[src/rtl/sonar_pkg.sv]
// Shared definitions for the sonar serial reporting stage: FSM state
// encoding, ASCII constants for the "aaa,ddd#" frame and a digit helper.
package sonar_pkg;

  typedef enum logic [3:0] {
    ST_IDLE      = 4'd0,
    ST_CARREGA   = 4'd1,
    ST_TRANSMITE = 4'd2,
    ST_PROXIMO   = 4'd3,
    ST_FIM       = 4'd4
  } estado_t;

  localparam logic [6:0] ASCII_ZERO    = 7'h30;
  localparam logic [6:0] ASCII_VIRGULA = 7'h2C;
  localparam logic [6:0] ASCII_HASH    = 7'h23;

  localparam int FRAME_LEN = 8;

  // BCD digit to 7-bit ASCII; digits above 9 pass straight through (0xA -> ':')
  function automatic logic [6:0] bcd_to_ascii(input logic [3:0] digito);
    return ASCII_ZERO + {3'b000, digito};
  endfunction

endpackage

[src/rtl/sonar_tx_medida_if.sv]
// Measurement-in / UART-out bundle of the sonar reporting stage.
// master = sonar control unit side, slave = sonar_tx_medida.
interface sonar_tx_medida_if;

  logic        partida;
  logic [11:0] angulo;
  logic [11:0] distancia;
  logic        saida_serial;
  logic        pronto;
  logic        ocupado;
  logic [3:0]  db_estado;
  logic [2:0]  db_caractere;

  modport master (
    output partida, angulo, distancia,
    input  saida_serial, pronto, ocupado, db_estado, db_caractere
  );

  modport slave (
    input  partida, angulo, distancia,
    output saida_serial, pronto, ocupado, db_estado, db_caractere
  );

endinterface

[src/rtl/tx_serial_7O1.sv]
// Single-character UART transmitter, 7 data bits, odd parity, 1 stop bit.
// A partida pulse while idle loads one character; pronto is high during the
// last cycle of the stop bit so the caller can react on the same edge that
// ends the character.
module tx_serial_7O1 #(
  parameter int BAUD_DIV = 434
) (
  input  logic       clock,
  input  logic       reset,
  input  logic       partida,
  input  logic [6:0] dados,
  output logic       saida_serial,
  output logic       pronto
);

  localparam int                TICK_W    = $clog2(BAUD_DIV);
  localparam logic [TICK_W-1:0] TICK_LAST = TICK_W'(BAUD_DIV - 1);
  localparam logic [3:0]        BIT_LAST  = 4'd9;

  logic              busy_q,  busy_d;
  logic [TICK_W-1:0] tick_q,  tick_d;
  logic [3:0]        bit_q,   bit_d;
  logic [8:0]        shift_q, shift_d;   // {stop, parity, data[6:0]} still to send
  logic              line_q,  line_d;
  logic              fim_bit;

  assign fim_bit      = busy_q && (tick_q == TICK_LAST);
  assign pronto       = fim_bit && (bit_q == BIT_LAST);
  assign saida_serial = line_q;

  // Next state: load on partida, advance one bit every BAUD_DIV ticks
  always_comb begin
    // NOTE: every _d gets a hold default first so no path leaves it unassigned (no latch).
    busy_d  = busy_q;
    tick_d  = tick_q;
    bit_d   = bit_q;
    shift_d = shift_q;
    line_d  = line_q;
    if (!busy_q) begin
      if (partida) begin
        busy_d  = 1'b1;
        tick_d  = '0;
        bit_d   = '0;
        shift_d = {1'b1, ~^dados, dados};
        line_d  = 1'b0;                     // start bit
      end
    end else if (fim_bit) begin
      tick_d = '0;
      if (bit_q == BIT_LAST) begin
        busy_d = 1'b0;
        line_d = 1'b1;                      // back to idle level
      end else begin
        bit_d   = bit_q + 4'd1;
        line_d  = shift_q[0];
        shift_d = {1'b1, shift_q[8:1]};
      end
    end else begin
      tick_d = tick_q + 1'b1;
    end
  end

  // State registers with synchronous reset; the line idles high
  always_ff @(posedge clock) begin
    // NOTE: sequential state uses <= so every register samples pre-edge values.
    if (reset) begin
      busy_q  <= 1'b0;
      tick_q  <= '0;
      bit_q   <= '0;
      shift_q <= '1;
      line_q  <= 1'b1;
    end else begin
      busy_q  <= busy_d;
      tick_q  <= tick_d;
      bit_q   <= bit_d;
      shift_q <= shift_d;
      line_q  <= line_d;
    end
  end

endmodule

[src/rtl/sonar_tx_medida.sv]
// Sonar reporting stage: latches one angle/distance measurement and sends it
// as the ASCII frame "aaa,ddd#" through tx_serial_7O1, one character at a time.
module sonar_tx_medida
  import sonar_pkg::*;
#(
  parameter int BAUD_DIV = 434
) (
  input  logic               clock,
  input  logic               reset,
  sonar_tx_medida_if.slave   bus
);

  localparam logic [2:0] INDICE_ULTIMO = 3'(FRAME_LEN - 1);

  estado_t     estado_q, estado_d;
  logic [11:0] angulo_q, angulo_d;
  logic [11:0] distancia_q, distancia_d;
  logic [2:0]  indice_q, indice_d;
  logic [6:0]  caractere;
  logic        tx_partida;
  logic        tx_pronto;
  logic        tx_linha;
  logic        pronto;
  logic        ocupado;

  // FSM state register
  always_ff @(posedge clock) begin
    if (reset) estado_q <= ST_IDLE;
    else       estado_q <= estado_d;
  end

  // FSM next state; unused codes fall back to IDLE
  always_comb begin
    estado_d = estado_q;
    case (estado_q)
      ST_IDLE:      if (bus.partida) estado_d = ST_CARREGA;
      ST_CARREGA:   estado_d = ST_TRANSMITE;
      ST_TRANSMITE: if (tx_pronto) estado_d = ST_PROXIMO;
      ST_PROXIMO:   estado_d = (indice_q == INDICE_ULTIMO) ? ST_FIM : ST_CARREGA;
      ST_FIM:       estado_d = ST_IDLE;
      default:      estado_d = ST_IDLE;
    endcase
  end

  // FSM outputs; ocupado is already low in FIM, the cycle pronto pulses
  always_comb begin
    tx_partida = 1'b0;
    pronto     = 1'b0;
    ocupado    = 1'b0;
    case (estado_q)
      ST_CARREGA:   begin tx_partida = 1'b1; ocupado = 1'b1; end
      ST_TRANSMITE: ocupado = 1'b1;
      ST_PROXIMO:   ocupado = 1'b1;
      ST_FIM:       pronto  = 1'b1;
      default:      ;
    endcase
  end

  // Operand capture on acceptance and character index stepping
  always_comb begin
    angulo_d    = angulo_q;
    distancia_d = distancia_q;
    indice_d    = indice_q;
    if (estado_q == ST_IDLE && bus.partida) begin
      angulo_d    = bus.angulo;
      distancia_d = bus.distancia;
      indice_d    = '0;
    end else if (estado_q == ST_PROXIMO && indice_q != INDICE_ULTIMO) begin
      indice_d = indice_q + 3'd1;
    end
  end

  // Operand and index registers
  always_ff @(posedge clock) begin
    if (reset) begin
      angulo_q    <= '0;
      distancia_q <= '0;
      indice_q    <= '0;
    end else begin
      angulo_q    <= angulo_d;
      distancia_q <= distancia_d;
      indice_q    <= indice_d;
    end
  end

  // Character mux for the current frame position
  always_comb begin
    caractere = ASCII_HASH;
    case (indice_q)
      3'd0:    caractere = bcd_to_ascii(angulo_q[11:8]);
      3'd1:    caractere = bcd_to_ascii(angulo_q[7:4]);
      3'd2:    caractere = bcd_to_ascii(angulo_q[3:0]);
      3'd3:    caractere = ASCII_VIRGULA;
      3'd4:    caractere = bcd_to_ascii(distancia_q[11:8]);
      3'd5:    caractere = bcd_to_ascii(distancia_q[7:4]);
      3'd6:    caractere = bcd_to_ascii(distancia_q[3:0]);
      default: caractere = ASCII_HASH;
    endcase
  end

  tx_serial_7O1 #(.BAUD_DIV(BAUD_DIV)) u_tx (
    .clock        (clock),
    .reset        (reset),
    .partida      (tx_partida),
    .dados        (caractere),
    .saida_serial (tx_linha),
    .pronto       (tx_pronto)
  );

  assign bus.saida_serial = tx_linha;
  assign bus.pronto       = pronto;
  assign bus.ocupado      = ocupado;
  assign bus.db_estado    = estado_q;
  assign bus.db_caractere = indice_q;

endmodule
[src/flat_wrapper.sv]
// flat-port wrapper written by rule: the top's interface ports become plain ports
module sonar_tx_medida_flat import sonar_pkg::*;
#(
  parameter int BAUD_DIV = 434
)
  (clock, reset, bus_partida, bus_angulo, bus_distancia, bus_saida_serial, bus_pronto, bus_ocupado, bus_db_estado, bus_db_caractere);
  sonar_tx_medida_if bus_i ();
  input  logic clock;
  input  logic reset;
  input wire logic [$bits(bus_i.partida)-1:0] bus_partida;
  input wire logic [$bits(bus_i.angulo)-1:0] bus_angulo;
  input wire logic [$bits(bus_i.distancia)-1:0] bus_distancia;
  output wire logic [$bits(bus_i.saida_serial)-1:0] bus_saida_serial;
  output wire logic [$bits(bus_i.pronto)-1:0] bus_pronto;
  output wire logic [$bits(bus_i.ocupado)-1:0] bus_ocupado;
  output wire logic [$bits(bus_i.db_estado)-1:0] bus_db_estado;
  output wire logic [$bits(bus_i.db_caractere)-1:0] bus_db_caractere;
  assign bus_i.partida = bus_partida;
  assign bus_i.angulo = bus_angulo;
  assign bus_i.distancia = bus_distancia;
  assign bus_saida_serial = bus_i.saida_serial;
  assign bus_pronto = bus_i.pronto;
  assign bus_ocupado = bus_i.ocupado;
  assign bus_db_estado = bus_i.db_estado;
  assign bus_db_caractere = bus_i.db_caractere;
  sonar_tx_medida #(.BAUD_DIV(BAUD_DIV)) u_core (.clock(clock), .reset(reset), .bus(bus_i));
endmodule
[config.mk]
export PLATFORM = sky130hd
export DESIGN_NAME = sonar_tx_medida_flat
export DESIGN_NICKNAME = d
export VERILOG_FILES = /design/src/rtl/sonar_pkg.sv /design/src/rtl/sonar_tx_medida_if.sv /design/src/rtl/tx_serial_7O1.sv /design/src/rtl/sonar_tx_medida.sv /design/src/flat_wrapper.sv
export SDC_FILE = /design/constraint.sdc
export NUM_CORES = 1
export LEC_CHECK = 0
export BUFFER_PORTS_ARGS = -buffer_cell sky130_fd_sc_hd__buf_2
export CAP_MARGIN = 15
export CORE_UTILIZATION = 40
export DETAILED_ROUTE_END_ITERATION = 10
export PLACE_DENSITY = 0.6
export SLEW_MARGIN = 20
export SYNTH_ARGS = -nofsm -noshare
export SYNTH_HDL_FRONTEND = slang
export SYNTH_SLANG_ARGS = --single-unit
export TNS_END_PERCENT = 1
[constraint.sdc]
create_clock -name clock -period 2.65 [get_ports clock]
set_input_delay 0.1325 -clock clock [delete_from_list [all_inputs] [get_ports clock]]
set_output_delay 0.1325 -clock clock [all_outputs]
set_load 0.01 [all_outputs]
==> flow_metrics.tcl, run 1 <==
set metrics [dict create \
    final.setup_skew_ps 11.7 \
    grt_usage_pct 17.8 \
    clock-sinks 53 \
    total_leakage_power_nw 1.10 \
    grt_pass1_wl_um 8910 \
    synth_seq_cells 53 \
    synth_edf_count 0 \
    start_util_pct 41.8 \
    clock.fmax_mhz 480 \
    htreeDepth 2 \
    yosysUniqueCellTypes 49 \
    die_w_um 81.1 \
    postSynthCellCount 314 \
    slew_violations 0 \
    yosysTopAreaCell "dfxtp_1" \
    drc 0 \
    period_share_pct 78.6 \
    grt_pass1_vias 1993 \
    core_region_area_um2 5990 \
    ir_drop_mv 0.350 \
    synth_area_leaders "dfxtp_1 (42%), nand2_1 (9.7%), a21oi_1 (8.6%)" \
    cp_slowest_stage_delay_ps 440 \
    post_drt_via_cell_ratio 5.14 \
    post_cts_buffers 0 \
    status "finished, final reports clean" \
    routed_wl_um 5160 \
    setup_viol 0 \
    crit_chain "inv_1, ha_1, a22oi_1, a22oi_1, a311oi_1, xnor2_1, xnor2_1, a21oi_1" \
    cts_made_buffers 5 \
    yosysTopAreaCellShare_pct 42.4 \
    async_flop_share_pct 0 \
    die-area_um2 6580 \
    finalSetupTns_ps 0 \
    nets 376 \
    synthFlopType "dfxtp_1" \
    critPathBufInv 1 \
    diodes 0 \
    power.density_nw_per_um2 604 \
    path_class "reg -> reg" \
    synth_area_um2 2500 \
    hold_class "in -> reg" \
    antenna_found_initial 0 \
    grt-ovfl-total 0 \
    io_pins 37 \
    routabilityCongestion 0.781 \
    cts-root-buf "clkbuf_8" \
    timing.hold.ws_ps 37.5 \
    layout_commonest_cell "nand2_1" \
    yosys_warnings 0 \
    cap_viol_max_count 0 \
    required_ps 2850 \
    cp-start-kind "flip-flop" \
    relSlewSlack_pct 40.3 \
    report.final.hold_viol_count 0 \
    drt_pass1_iterations 4 \
    final_cell_mix "nand2_1 (65), dfxtp_1 (53), a21oi_1 (43)" \
    cpMaxStageDelayCell "dfxtp_1" \
    tightest_slew_ps 895 \
    grt_max_degree 51 \
    cts_tree "yes" \
    worstSetupEndpointType "flip-flop" \
    arrival_ps 2290 \
    clockBufferDepth 2 \
    core.rowCount 28 \
    clkSlewWorstSetupHoldPaths_ps 100 \
    syn_nets 351 \
    clk_latency_ps 320 \
    cts_resized 0 \
    area_growth_pct 11.3 \
    via_count 2132 \
    ys_seq_area_share_pct 42.4 \
    dp_hpwl_um 3630 \
    drt_iter0_markers 78 \
    antenna_left 0 \
    cp_max_fo 9 \
    n_fill_cell 631 \
    layout_min_cycle_time_ps 2080 \
    syn_avg_cell_area_um2 7.98 \
    rsz0062_at_grt "false" \
    critPathTopFamily "compound AO/OA/AOI/OAI gates" \
    die_h_um 81.1 \
    wire_per_inst_um 12.4 \
    io_buffers 35 \
    cts-hold-fix-buffers 0 \
    drive_above_1_share_pct 17.1 \
]
[logic make-up (layout without fill, tap and decap cells)]
kind of cell / count (synthesis) / count (layout) / synth area share, %
AOI/OAI and AO/OA: 75 / 75 / 17.6
xor gates and xnor gates: 8 / 8 / 2.80
adders and majority gates: 10 / 10 / 5.00
buffers and inverters: 26 / 52 / 5.04
DFF: 53 / 53 / 42.4
muxes: 4 / 4 / 1.65
other: 1 / 1 / 0.150
and+or+nand+nor: 137 / 137 / 25.4
[cell type report]
type | instances | area [um^2] | share of cell area [%]
Clock buffer | 6 | 82.6 | 2.96
Clock inverter | 2 | 17.5 | 0.628
Multi-Input combinational cell | 235 | 1320 | 47.2
Tap cell | 75 | 93.8 | 3.36
Timing Repair Buffer | 37 | 190 | 6.82
Inverter | 7 | 26.3 | 0.942
Sequential cell | 53 | 1060 | 38.0
[per-layer routing]
layer | wire (um) | vias to the layer above | global-route usage [%]
met2 | 2360 | 33 | 30.6
met1 | 2540 | 962 | 21.2
li1 | - | 1128 | -
met4 | 106 | 0 | 7.68
met3 | 161 | 9 | 3.93
met5 | 0 | - | 0
[where the power goes]
part           internal [mW]  switching [mW]  total [mW]
sequential             0.853          0.0487       0.901
clock                  0.218           0.286       0.503
combinational          0.122           0.159       0.280
total                   1.19           0.493        1.69
[path summary, 6_finish.rpt]
| check | start | depth (start not counted) | to | slack [ps] |
|---|---|---|---|---|
| min | bus_distancia[10] | 3 | u_core.distancia_q[10] | 40 |
| min reg2reg | u_core.angulo_q[10] | 2 | u_core.angulo_q[10] | 460 |
| max reg2reg | u_core.bus.db_caractere[0] | 8 | u_core.u_tx.shift_q[7] | 570 |
| max | u_core.bus.db_caractere[0] | 8 | u_core.u_tx.shift_q[7] | 570 |
[tightest hold or removal path, delay by kind of cell]
kind / cells / cell delay (ps)
compound gates: 1 / 50
buf+inv: 1 / 100
simple gates: 1 / 40
[cell usage after synthesis, types with 2 or more instances]
| cell | count |
|---|---|
| a31o_2 | 2 |
| nand2b_1 | 2 |
| nor2_1 | 29 |
| nor4_1 | 3 |
| dfxtp_1 | 53 |
| and3_1 | 3 |
| clkbuf_1 | 9 |
| nand3_1 | 6 |
| nand2_1 | 65 |
| or3_1 | 4 |
| a31oi_1 | 3 |
| a22oi_1 | 5 |
| a222oi_1 | 2 |
| a221oi_1 | 2 |
| mux2i_1 | 3 |
| xor2_1 | 2 |
| o21ai_0 | 11 |
| xnor2_1 | 6 |
| nand3b_1 | 2 |
| buf_2 | 6 |
| or2_2 | 2 |
| nor2b_1 | 2 |
| a211o_1 | 2 |
| nor3_1 | 7 |
| ha_1 | 10 |
| nand4_1 | 2 |
| inv_1 | 7 |
| a21oi_1 | 43 |
[state kept, by name (all words and copies together), names as in the netlist]
signal / count
u_core.u_tx.tick_q: 9
u_core.u_tx.shift_q: 8
u_core.angulo_q: 12
u_core.u_tx.busy_q: 1
u_core.u_tx.bit_q: 4
u_core.bus.db_caractere: 3
u_core.u_tx.saida_serial: 1
u_core.distancia_q: 12
u_core.bus.db_estado: 3
[stage by stage]
stage	setup WS (ps)	power [mW]	utilization [%]	cells	instance area, um^2
detailed placement	607	1.21	44.9	407	2690
global placement	675	1.20	44.9	407	2690
CTS	572	1.71	46.6	415	2790
global route	366	1.79	46.6	415	2790
finish	566	1.69	46.6	415	2790
floorplan	700	1.13	-	314	2500
Note: power is estimated with default switching activity, not from simulation.
==> run 2: changes to the inputs <==
--- a/config.mk
+++ b/config.mk
@@ -5,11 +5,12 @@
 export SDC_FILE = /design/constraint.sdc
 export NUM_CORES = 1
 export LEC_CHECK = 0
+export ABC_AREA = 1
 export BUFFER_PORTS_ARGS = -buffer_cell sky130_fd_sc_hd__buf_2
 export CAP_MARGIN = 15
 export CORE_UTILIZATION = 40
 export DETAILED_ROUTE_END_ITERATION = 10
-export PLACE_DENSITY = 0.6
+export PLACE_DENSITY = 0.62
 export SLEW_MARGIN = 20
 export SYNTH_ARGS = -nofsm -noshare
 export SYNTH_HDL_FRONTEND = slang
==> constraint.sdc (replaced) <==
create_clock -name clock -period 1.8 [get_ports clock]
set_input_delay 0.09 -clock clock [delete_from_list [all_inputs] [get_ports clock]]
set_output_delay 0.09 -clock clock [all_outputs]
set_load 0.01 [all_outputs]
==> run 2 against run 1 <==
Critical path depth grew 5. Utilization up 3.4 points. Synthesized cell count is 19% higher. Area after synthesis grew 7.0%. Worst hold slack worse by 14 ps. Design area rose by 15%. Fmax rose by 23%. Critical path type unchanged. Critical endpoint unchanged.
==> flow_metrics.tcl, run 2 <==
set metrics [dict create \
    clk_latency_ps 310 \
    ys_seq_area_share_pct 39.6 \
    synth_edf_count 0 \
    cts-root-buf "clkbuf_8" \
    layout_min_cycle_time_ps 1700 \
    yosysTopAreaCell "dfxtp_1" \
    antenna_found_initial 0 \
    clock-sinks 53 \
    grt_max_degree 26 \
    cp_max_fo 4 \
    clkSlewWorstSetupHoldPaths_ps 90 \
    final_cell_mix "nor2_1 (69), nand2_1 (64), dfxtp_1 (51)" \
    htreeDepth 2 \
    grt_pass1_wl_um 10000 \
    power.density_nw_per_um2 854 \
    path_class "reg -> reg" \
    layout_commonest_cell "nor2_1" \
    diodes 0 \
    drive_above_1_share_pct 23.6 \
    critPathBufInv 2 \
    status "finished, final reports clean" \
    finalWorstSetupSlack_ps 102 \
    yosysTopAreaCellShare_pct 39.6 \
    post_drt_via_cell_ratio 5.01 \
    start_util_pct 41.7 \
    grt-ovfl-total 0 \
    routed_wl_um 5930 \
    rsz0062_at_grt "true" \
    yosys_warnings 0 \
    slew_violations 0 \
    worstSetupEndpointType "flip-flop" \
    via_count 2491 \
    wire_per_inst_um 11.9 \
    required_ps 2010 \
    place_ws_ps 0.215 \
    cap_viol_max_count 0 \
    drt_pass1_iterations 4 \
    dp_hpwl_um 4410 \
    area_growth_pct 19.7 \
    critPathMostFrequentCell "nand2_1" \
    yosysMostFrequentCell "nor2_1" \
    reg2reg_from "u_core.bus.db_caractere[0]" \
    die_h_um 83.9 \
    synthFlopType "dfxtp_1" \
    cts-hold-fix-buffers 0 \
    r2r_cells 13 \
    grt_usage_pct 17.7 \
    final.setup_skew_ps 6.18 \
    regToRegSetupSlack_ps 100 \
    cts_made_buffers 5 \
    drc 0 \
    total_leakage_power_nw 1.47 \
    cp_slowest_stage_delay_ps 390 \
    cts_tree "yes" \
    cp-start-kind "flip-flop" \
    hold_class "in -> reg" \
    die_w_um 83.9 \
    synth_area_um2 2680 \
    synth_commonest_cells "nor2_1 (73), nand2_1 (66), dfxtp_1 (53)" \
    core.rowCount 29 \
    clockBufferDepth 2 \
    yosysUniqueCellTypes 42 \
    syn_avg_cell_area_um2 7.15 \
    setup_viol 0 \
    final_cells 497 \
    ir_drop_mv 0.451 \
    reg2reg_to "u_core.u_tx.shift_q[7]" \
    synth_seq_cells 53 \
    synth_area_leaders "dfxtp_1 (40%), nor2_1 (10%), nand2_1 (9.2%)" \
    antenna_left 0 \
    period_share_pct 94.3 \
    dp_cells 487 \
    routabilityCongestion 0.911 \
    report.final.hold_viol_count 0 \
    grt_pass1_vias 2241 \
    endpoint "u_core.u_tx.shift_q[7]" \
    crit_chain "ha_4, ha_2, inv_2, buf_4, nand4_1, nor2_1, nand2_1, nand2_1, nand3_1, nand2_1, nand2_1, nand2_1, nand2_1" \
    nets 456 \
    critPathTopFamily "simple AND/OR/NAND/NOR gates" \
    arrival_ps 1910 \
    finalSetupTns_ps 0 \
    crit_start "u_core.bus.db_caractere[0]" \
    syn_nets 412 \
    cp.depth 13 \
    io_buffers 35 \
    cpMaxStageDelayCell "dfxtp_4" \
    postSynthCellCount 375 \
    die-area_um2 7030 \
    clock.fmax_mhz 589 \
    reg_top3 "u_core.angulo_q: 12 flops, u_core.distancia_q: 12 flops, u_core.u_tx.tick_q: 9 flops" \
    io_pins 37 \
    core_region_area_um2 6420 \
    async_flop_share_pct 0 \
    drt_iter0_markers 150 \
]
[run 2: changes by cell type after synthesis, sizes merged, moves of 6 or more]
| cell | before | now |
|---|---|---|
| o211ai | 0 | 7 |
| xnor2 | 6 | 0 |
| nor2 | 29 | 77 |
| nand2 | 65 | 73 |
| inv | 7 | 43 |
| nand3 | 6 | 26 |
| a21oi | 43 | 13 |
| o21ai | 11 | 35 |
[run 2: logic make-up (layout without fill, tap and decap cells)]
group / after synthesis / in the layout / share of synthesized area, %
AO/OA/AOI/OAI: 65 / 65 / 14.1
XOR/XNOR: 1 / 1 / 0.327
adder cells (fa/ha/maj): 10 / 10 / 4.67
buffers and inverters: 54 / 99 / 8.22
flip-flops: 53 / 53 / 39.6
other: 1 / 1 / 0.140
AND/OR/NAND/NOR: 191 / 191 / 32.9
[run 2: worst min path at each step]
stage	startpoint	cells past startpoint	slack [ps]	to
after floorplan	reset	1	170	u_core.u_tx.tick_q[0]
after global placement	bus_angulo[3]	3	340	u_core.angulo_q[3]
after detailed placement	bus_angulo[2]	3	350	u_core.angulo_q[2]
after CTS	bus_angulo[6]	3	20	u_core.angulo_q[6]
after global routing	bus_distancia[5]	3	30	u_core.distancia_q[5]
final	bus_angulo[6]	3	20	u_core.angulo_q[6]
[run 2: where the power goes]
group,switching [mW],internal [mW]
registers,0.0888,1.29
clock network,0.391,0.348
logic,0.383,0.236
total,0.862,1.88
[run 2: stage by stage]
step / util, % / power (mW) / area (um^2) / hold WS [ps]
2_1_floorplan: - / 1.82 / 2680 / 168
3_3_place_gp: 46.7 / 2.00 / 3000 / 338
5_1_grt: 50.0 / 2.92 / 3210 / 33.7
4_1_cts: 48.4 / 2.75 / 3110 / 21.0
3_5_place_dp: 46.7 / 2.01 / 3000 / 349
6_report: 50.0 / 2.74 / 3210 / 23.4
[run 2: what timing repair did]
item | CTS | global route
setup endpoints to repair | 1 | 5
pin swaps | 0 | 4
resized for setup | 2 | 27
buffers inserted | 0 | 2
[run 2: final cells by class]
cell class / instances / area [um^2]
clock inverters: 1 / 5.00
well taps: 77 / 96.3
flip-flops and latches: 53 / 1070
clock buffers: 7 / 96.3
multi-input cells: 268 / 1480
fillers: 637 / 3210
repair buffers: 47 / 290
inverters: 44 / 171
[run 2: routing by layer]
metal | global-route usage, % | part of all wire, %
met5 | 0 | 0
met4 | 7.05 | 2.8
met1 | 21.4 | 46
met3 | 3.26 | 3.7
met2 | 30.9 | 47
[run 2: tightest hold or removal path, cell delays in order]
cell and delay, ps:
buf_2 70, o21ai_0 70, nor2_1 80
